===== src/rtl/phase_follow_pkg.sv =====
// Shared definitions for the phase-follow generator: channel FSM states and
// default sizing.
package phase_follow_pkg;

    typedef enum logic [1:0] {
        IDLE  = 2'd0,
        WAIT0 = 2'd1,
        WAIT1 = 2'd2
    } pfg_state_t;

    localparam int NCH_DEF = 4;
    localparam int CW_DEF  = 8;

endpackage


===== src/rtl/phase_follow_gen_channel.sv =====
// One phase-follow channel: follows src through a WAIT0/WAIT1 phase pair,
// free-running or re-armed by a change of src.
module pfg_channel
    import phase_follow_pkg::*;
#(
    parameter int CW = CW_DEF
) (
    input  logic          clk,
    input  logic          rst,
    input  logic          mode_i,
    input  logic          en_i,
    input  logic          src_i,
    input  logic [CW-1:0] ph0_len_i,
    input  logic [CW-1:0] ph1_len_i,
    output logic          out_o,
    output logic          busy_o
);

    pfg_state_t    state_q;
    logic [CW-1:0] cnt_q;
    logic          out_q;
    logic          src_q;
    logic          change_d;

    // A zero length behaves like one cycle, so the reload value is never negative.
    function automatic logic [CW-1:0] reload(input logic [CW-1:0] len);
        return (len == '0) ? '0 : len - 1'b1;
    endfunction

    assign change_d = (src_i != src_q);
    assign out_o    = out_q;
    assign busy_o   = (state_q == WAIT0) || (state_q == WAIT1);

    always_ff @(posedge clk) begin
        if (rst) begin
            state_q <= IDLE;
            cnt_q   <= '0;
            out_q   <= 1'b0;
            src_q   <= src_i;
        end else begin
            src_q <= src_i;
            if (!en_i) begin
                state_q <= IDLE;
            end else begin
                case (state_q)
                    IDLE: begin
                        if (!mode_i || change_d) begin
                            state_q <= WAIT0;
                            cnt_q   <= reload(ph0_len_i);
                        end
                    end
                    WAIT0: begin
                        if (cnt_q != '0) begin
                            cnt_q <= cnt_q - 1'b1;
                        end else begin
                            out_q   <= src_q;
                            state_q <= WAIT1;
                            cnt_q   <= reload(ph1_len_i);
                        end
                    end
                    WAIT1: begin
                        if (cnt_q != '0) begin
                            cnt_q <= cnt_q - 1'b1;
                        end else begin
                            out_q <= ~src_q;
                            // Mode is only consulted here, at the end of a full cycle.
                            if (mode_i) begin
                                state_q <= IDLE;
                            end else begin
                                state_q <= WAIT0;
                                cnt_q   <= reload(ph0_len_i);
                            end
                        end
                    end
                    default: begin
                        state_q <= IDLE;
                    end
                endcase
            end
        end
    end

endmodule


===== src/rtl/phase_follow_gen.sv =====
// Multi-channel phase-follow generator: fans shared controls out to NCH
// independent channels.
module phase_follow_gen
    import phase_follow_pkg::*;
#(
    parameter int NCH = NCH_DEF,
    parameter int CW  = CW_DEF
) (
    input  logic           clk,
    input  logic           rst,
    input  logic           mode,
    input  logic [NCH-1:0] en,
    input  logic [NCH-1:0] src,
    input  logic [CW-1:0]  ph0_len,
    input  logic [CW-1:0]  ph1_len,
    output logic [NCH-1:0] out,
    output logic [NCH-1:0] busy
);

    generate
        for (genvar gi = 0; gi < NCH; gi++) begin : g_ch
            pfg_channel #(
                .CW(CW)
            ) u_ch (
                .clk       (clk),
                .rst       (rst),
                .mode_i    (mode),
                .en_i      (en[gi]),
                .src_i     (src[gi]),
                .ph0_len_i (ph0_len),
                .ph1_len_i (ph1_len),
                .out_o     (out[gi]),
                .busy_o    (busy[gi])
            );
        end
    endgenerate

endmodule


===== config.mk =====
export PLATFORM = sky130hd
export DESIGN_NAME = phase_follow_gen
export DESIGN_NICKNAME = d
export VERILOG_FILES = /design/src/rtl/phase_follow_pkg.sv /design/src/rtl/phase_follow_gen_channel.sv /design/src/rtl/phase_follow_gen.sv
export SDC_FILE = /design/constraint.sdc
export NUM_CORES = 1
export LEC_CHECK = 0
export ABC_AREA = 1
export CAP_MARGIN = 15
export CORE_ASPECT_RATIO = 1.2
export CORE_MARGIN = 2
export CORE_UTILIZATION = 55
export CTS_BUF_LIST = sky130_fd_sc_hd__clkbuf_16
export DETAILED_ROUTE_END_ITERATION = 6
export PLACE_DENSITY = 0.78
export SYNTH_ARGS = -nofsm -noshare
export SYNTH_HDL_FRONTEND = slang
export SYNTH_HIERARCHICAL = 1
export SYNTH_SLANG_ARGS = --single-unit

===== constraint.sdc =====
create_clock -name clk -period 1.6 [get_ports clk]
set_input_delay 0.32 -clock clk [delete_from_list [all_inputs] [get_ports clk]]
set_output_delay 0.32 -clock clk [all_outputs]
set_load 0.05 [all_outputs]

# Yosys cells after proc, flatten, opt, wreduce, memory -nomap -nowiden
# Cells that the tools add are included.
[classes]
add_sub_neg = 6
eq_ne = 28
n_mux = 48
n_bitwise = 8
reduce_logical = 43
[ops]
columns = ["operator", "count"]
rows = [
  ["$mux W8", 15],
  ["$pmux W8 S3", 4],
  ["$sub A8 B1 Y8 const B", 6],
  ["$reduce_and A4 Y1", 8],
  ["$reduce_bool A8 Y1", 4],
  ["$mux W2", 12],
  ["$pmux W2 S3", 4],
  ["$logic_not A8 Y1", 2],
  ["$ne A2 B2 Y1 const B", 8],
  ["$ne A3 B3 Y1 const B", 4],
  ["$reduce_and A3 Y1", 4],
  ["$reduce_bool A3 Y1", 4],
  ["$mux W1", 9],
  ["$eq A2 B1 Y1 const B", 4],
  ["$eq A2 B2 Y1 const B", 4],
  ["$logic_not A2 Y1", 4],
  ["$logic_or A1 B1 Y1", 8],
  ["$ne A2 B1 Y1 const B", 4],
  ["$not A1 Y1", 8],
  ["$pmux W1 S2", 4],
  ["$reduce_bool A2 Y1", 4],
  ["$reduce_or A2 Y1", 4],
  ["$ne A1 B1 Y1", 4],
  ["$logic_not A1 Y1", 1],
]
[totals]
reg_bits = 48
inputBits = 27
out_inout_bits = 8
elab_cells = 149

# Logic depth before layout (Yosys ltp)
# Gate-level depths: netlist of run 1.
[logic_depth]
word_depth = 5
ltp_mapped = 12
ltp_nobuf = 12

# By module
# Netlist of run 1, hierarchy kept.
[by_module_without_submodules]
columns = ["mod", "instances", "cells_per_inst", "area_per_inst_um2", "seq_area_each_um2"]
rows = [
  ["pfg_channel (g_ch[1].u_ch ...)", 2, 198, 1275.0, 240.2],
  ["pfg_channel (g_ch[3].u_ch)", 1, 226, 1358.8, 240.2],
  ["pfg_channel (g_ch[0].u_ch)", 1, 199, 1321.3, 240.2],
]

# Worst setup path before layout of run 1
# Ideal clock, no wire load.
[synth_path]
kind = "reg2reg"
from = "register g_ch[0].u_ch.state_q[0]"
to = "register g_ch[0].u_ch.cnt_q[3]"
setup_time_ns = 0.115
arrival_time_ns = 1.668
required_time_ns = 1.485
path_slack_ns = -0.182
path_stages_with_launch = 9
n_path_buf = 1
synth_period_minus_slack_ns = 1.782
path_cell_list = "dfxtp_1 inv_1 ha_1 buf_2 nand2_2 nand2_4 o21ai_1 a21oi_1 nor2_1"
[synth_between]
elab_chain_len = 3
word_cells_on_any_way = 8
cone_classes = "eq/ne: 4; mux: 1; reduce/logical: 3"
[synth_rtl]
columns = ["element", "line_no", "source"]
rows = [
  ["start: declaration", "phase_follow_gen_channel.sv:19", "pfg_state_t state_q;"],
  ["start signal: assignment", "phase_follow_gen_channel.sv:36", "state_q <= IDLE;"],
  ["start signal: assignment", "phase_follow_gen_channel.sv:43", "state_q <= IDLE;"],
  ["start signal: assignment", "phase_follow_gen_channel.sv:48", "state_q <= WAIT0;"],
  ["$eq A2 B2 Y1 (tied with other cells)", "phase_follow_gen_channel.sv:45", "case (state_q)"],
  ["$ne A3 B3 Y1 (no source line) (tied with other cells)", "-", ""],
  ["$reduce_and A4 Y1 (no source line)", "-", ""],
  ["end signal: assignment", "phase_follow_gen_channel.sv:49", "cnt_q <= reload(ph0_len_i);"],
  ["end signal: assignment", "phase_follow_gen_channel.sv:54", "cnt_q <= cnt_q - 1'b1;"],
  ["end signal: assignment", "phase_follow_gen_channel.sv:58", "cnt_q <= reload(ph1_len_i);"],
  ["end: declaration", "phase_follow_gen_channel.sv:20", "logic [CW-1:0] cnt_q;"],
]
# Several ways; a longest one is shown, not always the timed one.
# A chain may end at the register's enable or synchronous reset.

# Final worst setup path of run 1
[layout_path]
from = "register g_ch[0].u_ch.cnt_q[1]"
to = "register g_ch[0].u_ch.cnt_q[7]"
[layout_between]
elab_chain_len = 3
word_cells_on_any_way = 7
cone_classes = "add/sub: 1; eq/ne: 1; mux: 3; reduce/logical: 2"
[layout_rtl]
columns = ["element", "line_no", "source"]
rows = [
  ["$sub A8 B1 Y8 or $reduce_bool A8 Y1 (tied branches)", "-", ""],
  ["$mux W8 (tied with other cells)", "phase_follow_gen_channel.sv:62", "if (cnt_q != '0) begin"],
  ["$pmux W8 S3 or $reduce_and A4 Y1 (tied branches)", "-", ""],
]
# Several ways; a longest one is shown, not always the timed one.

==> out/qor.csv, run 1 <==
metric,value,unit
maxCapViolCount,0,
area.growth.synth_to_final,47.9,%
setup_slack,-0.496,ns
synthArstFlopShare,0,%
grt_max_degree,24,
ioPinCount,35,
p_leak,3.67,nW
path_buf_inv,2,
drv_slew,0,
p_total,5.82,mW
wl,18800,microns
finalSetupViolations,4,
grt_pass1_vias,5925,
arrival,2.28,ns
synth_adder_area_share,9.57,%
vias,6497,
hp-start,g_ch[2].u_ch/cnt_q[7]$_SDFFE_PP0P_,
wl_per_cell,16.5,microns
synth.avg_cell_area,6.37,sq um
slowest_delay,0.58,ns
hold_viol,0,
syn_inst,821,
critPathTopFamily,simple AND/OR/NAND/NOR gates,
grt.total_usage,30.9,%
tightest_slew,0.661,ns
required,1.78,ns
worst_setup_path_start_kind,register,
final_common_cell,nand2_1,
core_area,0.00937,sq mm
fin_crit,2.10,ns
yosys_warnings,6,
cts_tree,done,
yosysSeqAreaShare,18.4,%
cts-root-buf,clkbuf_16,
numPortBuffers,34,
diodes,0,
start_util,55.8,%
synth-edff-count,0,
synth_top_area_cell,dfxtp_1,
synth_fp_nets,888,
synth_compound_area_share,16.3,%
drc,0,
ys.flop_type,dfxtp_1,
synthMuxAreaShare,0,%
peakVddDrop,0.560,mV
overflow,0,
status,"complete, but fails checks",
drt-initial-drc-count,500,
rows,39,
yosys.area_share.simple,36.1,%
grt_pass1_wl,26300,microns
critPathLaunch,g_ch[0].u_ch/cnt_q[1]$_SDFFE_PP0P_,
dp_hpwl,11400,microns
fin_area,0.00774,sq mm
most-common-layout-cells,"nand2_1 (135), buf_4 (133), nor2_1 (98)",
period_share,131,%
max_slew_margin,55.5,%
cts.clk_slew.worst_paths,0.07,ns
critical_path.most_common_cell,nand2_1,
r2r-start,g_ch[0].u_ch/cnt_q[1]$_SDFFE_PP0P_,
clock_latency,0.29,ns
ant_nets,0,
nets,1080,
critPathSlowestCell,o21ai_0,
violations,negative setup slack,
synth.cell_area,0.00523,sq mm
synth_top_area_share,18.4,%
fmax,477,MHz
path_cells,"buf_4, nor2_1, nand2_1, o21ai_0, nand3_1, nand2_1, inv_1, nand2_1, nand2_1, nand2_1, a21oi_1",
place_congestion,0.896,
h-tree-depth,2,
place_area,0.00666,sq mm
antenna_found_initial,0,
synth_top_family_by_area,simple AND/OR/NAND/NOR gates,
dieArea,0.0103,sq mm
synth_cell_type_count,40,
die_w,93.0,microns
cts.sinks,48,
synth_xor_area_share,9.21,%
firstDrtPassIters,5,
layout-drive-gt1-share,36.7,%
p_per_area,752,mW/mm^2
viasPerCell,5.71,
cts_max_path_buffers,2,
synth-seq-cells,48,
numCtsBuffers,5,
cp_max_fo,3,
die_y,111,microns
hold_path.class,reg -> reg,
crit_path_end_kind,register,
synthTopCellsByArea,"dfxtp_1 (18%), nand2_1 (10%), ha_1 (9.6%)",
finClkSkew,0.00283,ns
critical_path_class,reg -> reg,
rsz0062_at_grt,yes,
==> sequential cells by signal (all words and copies together), names as in the netlist <==
name,flops
g_ch.u_ch/cnt_q,32
g_ch.u_ch/state_q,8
g_ch.u_ch/out_o,4
g_ch.u_ch/src_q,4
==> area by class of cell <==
class / count / area [sq um]
timing repair buffer: 192 / 1720
sequential: 48 / 981
clock buffer: 5 / 125
fill: 534 / 1630
inverter: 126 / 483
clock inverter: 3 / 13.8
tap: 123 / 154
multi-input combinational: 640 / 4260
==> path summary, 6_finish.rpt <==
kind	endpoint	slack (ns)	depth (start not counted)
setup / recovery	g_ch[0].u_ch/cnt_q[7]$_SDFFE_PP0P_	-0.50	11
hold / removal	g_ch[2].u_ch/cnt_q[7]$_SDFFE_PP0P_	0.50	2
setup reg to reg	g_ch[0].u_ch/cnt_q[7]$_SDFFE_PP0P_	-0.50	11
hold reg to reg	g_ch[2].u_ch/cnt_q[7]$_SDFFE_PP0P_	0.50	2
==> power by group <==
group / internal, mW / leakage (nW) / switching [mW]
sequential: 1.33 / 0.402 / 0.140
clock: 0.570 / 0.0710 / 0.493
combinational: 1.44 / 3.20 / 1.85
==> metrics by stage <==
stage | TNS [ns] | util [%] | instances | hold WS, ns | setup slack, ns
final | -0.550 | 82.6 | 1137 | 0.497 | -0.496
after floorplan | 0 | - | 821 | 0.348 | 0.0155
after CTS | 0 | 75.9 | 1108 | 0.493 | 0.000191
after global placement | -12.92 | 71.0 | 1085 | 0.470 | -0.470
after detailed placement | -14.74 | 71.0 | 1085 | 0.482 | -0.537
after global routing | -1.72 | 82.6 | 1137 | 0.518 | -0.521
==> tightest hold or removal path, delay by kind of cell (launching register included) <==
kind               cells  cell delay, ns
DFF                    1            0.33
and+or+nand+nor        1            0.07
AOI/OAI and AO/OA      1            0.06
==> synth_stat cells, types with 6 or more instances <==
library cell,count
nand2_1,146
nor2_1,123
inv_1,120
o21ai_0,61
nand3_1,53
dfxtp_1,48
a21oi_1,40
ha_1,40
xor2_1,40
o21ai_1,21
xnor2_1,15
nor2_4,13
nand2_2,12
nor3_1,10
o21ai_2,6
o22ai_1,6
==> kinds of logic after synthesis <==
group | count (synthesis)
buffers and inverters | 134
AO/OA/AOI/OAI | 152
flip-flops | 48
AND/OR/NAND/NOR | 392
XOR/XNOR | 55
adder cells (fa/ha/maj) | 40
==> what timing repair did <==
item,4_1_cts,5_1_grt
pin swaps,27,52
setup endpoints to repair,38,42
gates resized for setup,60,164
buffers inserted,13,25
gates cloned,2,5
hold buffers,0,0
==> routing by layer <==
layer	share of wire [%]	vias to the layer above	GRT usage, %
met5	0	-	0
met4	4.6	0	9.71
met3	7.6	105	2.99
met2	51	384	57.5
met1	37	2993	36.6
li1	-	3015	-
(Power assumes the default switching activity.)
==> run 2: changes to the inputs <==
--- a/config.mk
+++ b/config.mk
@@ -12,7 +12,9 @@
 export CORE_UTILIZATION = 55
 export CTS_BUF_LIST = sky130_fd_sc_hd__clkbuf_16
 export DETAILED_ROUTE_END_ITERATION = 6
-export PLACE_DENSITY = 0.78
+export PLACE_DENSITY = 0.77
+export REMOVE_ABC_BUFFERS = 1
+export SKIP_LAST_GASP = 1
 export SYNTH_ARGS = -nofsm -noshare
 export SYNTH_HDL_FRONTEND = slang
 export SYNTH_HIERARCHICAL = 1
==> out/qor.csv, run 2 (synthesis results as in run 1) <==
metric,value,unit,change
switching_share,42.2,%,-0.39 points
fin_tns_setup,-1.36,ns,-0.815 ns
tightest_slew,0.437,ns,-0.223 ns
status,"complete, but fails checks",,
rrSetupSlack,-0.15,ns,+0.35 ns
core_area,0.00937,sq mm,unchanged
comb_power_share,55.3,%,-1.1 points
grt_pass1_vias,6166,,+4.1%
wl,20700,microns,+10%
h-tree-depth,2,,unchanged
overflow,0,,unchanged
post-route-util,83.0,%,+0.40 points
nets,1074,,-0.56%
hold_path.class,in -> reg,,
violations,"design-rule violations, negative setup slack",,
hold_viol,0,,unchanged
fillers,542,,+1.5%
maxCapViolCount,0,,unchanged
reg_top3,"g_ch.u_ch/cnt_q: 32 flops, g_ch.u_ch/state_q: 8 flops",,
clock_latency,0.29,ns,about the same
slowest_delay,0.44,ns,-0.14 ns
finalSetupViolations,18,,+14
drt-initial-drc-count,872,,+74%
critical_path.most_common_cell,nand2_1,,
p_int,3.50,mW,+4.8%
p_per_area,779,mW/mm^2,+3.6%
setup_slack,-0.183,ns,+0.313 ns
critPathSlowestCell,clkdlybuf4s15_1,,
p_leak,3.68,nW,+0.36%
pwr-share-clk,20.4,%,+2.1 points
fin_crit,1.78,ns,-0.313 ns
final_common_cell,nand2_1,,
arrival,2.02,ns,-0.26 ns
die_w,93.0,microns,unchanged
cts_max_path_buffers,2,,unchanged
rows,39,,unchanged
max_slew_margin,70.8,%,+15 points
worst_setup_path_start_kind,input pin,,
grt_max_degree,24,,unchanged
grt.total_usage,31.2,%,+0.34 points
dieArea,0.0103,sq mm,unchanged
viasPerCell,6.00,,+5.1%
vias,6790,,+4.5%
ioPinCount,35,,unchanged
finClkSkew,0.00519,ns,+0.00236 ns
rsz0062_at_grt,yes,,
firstDrtPassIters,7,,+2
largest_reg_flops,32,,unchanged
fmax,561,MHz,+18%
path_cells,"clkdlybuf4s15_1, inv_1, ha_1, nand2_1, nor2_1, a21oi_1, nand2_1, nand2_1, inv_1, nor2_1, nand2_1, a21oi_2",,
cts_tree,done,,
numPortBuffers,34,,unchanged
period_share,111,%,-20 points
required,1.83,ns,+0.05 ns
start_util,55.8,%,unchanged
layout-drive-gt1-share,36.1,%,-0.58 points
grt_pass1_wl,26700,microns,+1.6%
most-common-layout-cells,"nand2_1 (138), buf_4 (123), inv_1 (100)",,
peakVddDrop,0.593,mV,+5.8%
place_area,0.00666,sq mm,about the same
area.growth.synth_to_final,48.7,%,
cts.clk_slew.worst_paths,0.07,ns,about the same
wl_per_cell,18.3,microns,+11%
antenna_found_initial,0,,unchanged
cp_max_fo,6,,+3
diodes,0,,unchanged
power_frac_seq,24.3,%,-1.0 points
cts-root-buf,clkbuf_16,,
dp_hpwl,11600,microns,+2.1%
p_sw,2.56,mW,+3.2%
place_congestion,0.915,,+2.2%
fin_area,0.00777,sq mm,+0.49%
crit_path_end_kind,register,,
registers.top_by_ff_count,g_ch.u_ch/cnt_q,,
drc,3,,+3
cts.sinks,48,,unchanged
ant_nets,0,,unchanged
die_y,111,microns,unchanged
critical_path_class,in -> reg,,
numCtsBuffers,5,,unchanged
drv_slew,0,,unchanged
## run 2: cell count changes in the layout (fill, tap and decap cells not counted), sizes merged
cell,delta
clkdlybuf4s50,-2
clkbuf,+2
clkinv,-1
buf,-9
dlymetal6s2s,+1
clkdlybuf4s15,+1
bufinv,+1
nor2,+1
## run 2: power groups by stage
stage                     registers (mW)  logic [mW]  clock network [mW]
after floorplan                     1.46        1.59                   0
after global placement              1.46        2.53                   0
after detailed placement            1.46        2.61                   0
after CTS                           1.44        2.77                1.23
after global routing                1.48        3.56                1.28
final                               1.47        3.35                1.24
## run 2: worst paths after layout
path,start,endpoint,cells past startpoint
worst min-delay path,src[0],g_ch[0].u_ch/src_q$_DFF_P_,1
worst max register to register,g_ch[2].u_ch/cnt_q[5]$_SDFFE_PP0P_,g_ch[2].u_ch/cnt_q[0]$_SDFFE_PP0P_,9
worst min register to register,g_ch[2].u_ch/cnt_q[7]$_SDFFE_PP0P_,g_ch[2].u_ch/cnt_q[7]$_SDFFE_PP0P_,2
worst max-delay path,ph0_len[1],g_ch[2].u_ch/cnt_q[7]$_SDFFE_PP0P_,12
## run 2: final cells by class
type	instances	area (sq um)	share of cell area, %
Inverter	126	478	6.15
Timing Repair Buffer	185	1720	22.2
Clock inverter	3	38.8	0.499
Sequential cell	48	983	12.6
Tap cell	123	154	1.98
Clock buffer	5	125	1.61
Multi-Input combinational cell	641	4270	55.0
## run 2: repair_timing
action                                 CTS  global route
gates cloned                             2            10
buffers inserted                         9            17
setup endpoints to repair               39            45
endpoints found under the hold margin    0             0
resized for setup                       50           173
hold buffers                             0             0
pin swaps                               14            46
## run 2: routing by layer
layer	GRT usage (%)	vias to the layer above	routed length [microns]
li1	-	3001	-
met1	35.0	3049	7090
met2	57.4	516	9720
met3	4.01	224	1830
met4	14.3	0	2090
met5	0	-	0
## run 2: critical path, delay by kind of cell
family | cells | cell delay (ns)
fa+ha+maj | 1 | 0.21
buf+inv | 3 | 0.61
simple gates | 6 | 0.54
compound gates | 2 | 0.32
## run 2: per-stage QoR
step	power (mW)	std cells	hold WS (ns)	setup slack, ns
3_5_place_dp	4.07	1086	0.472	-0.525
4_1_cts	5.44	1105	0.482	-0.0199
3_3_place_gp	3.99	1086	0.471	-0.478
6_report	6.06	1131	0.181	-0.183
5_1_grt	6.32	1131	0.191	-0.242
2_1_floorplan	3.05	813	0.348	-0.180
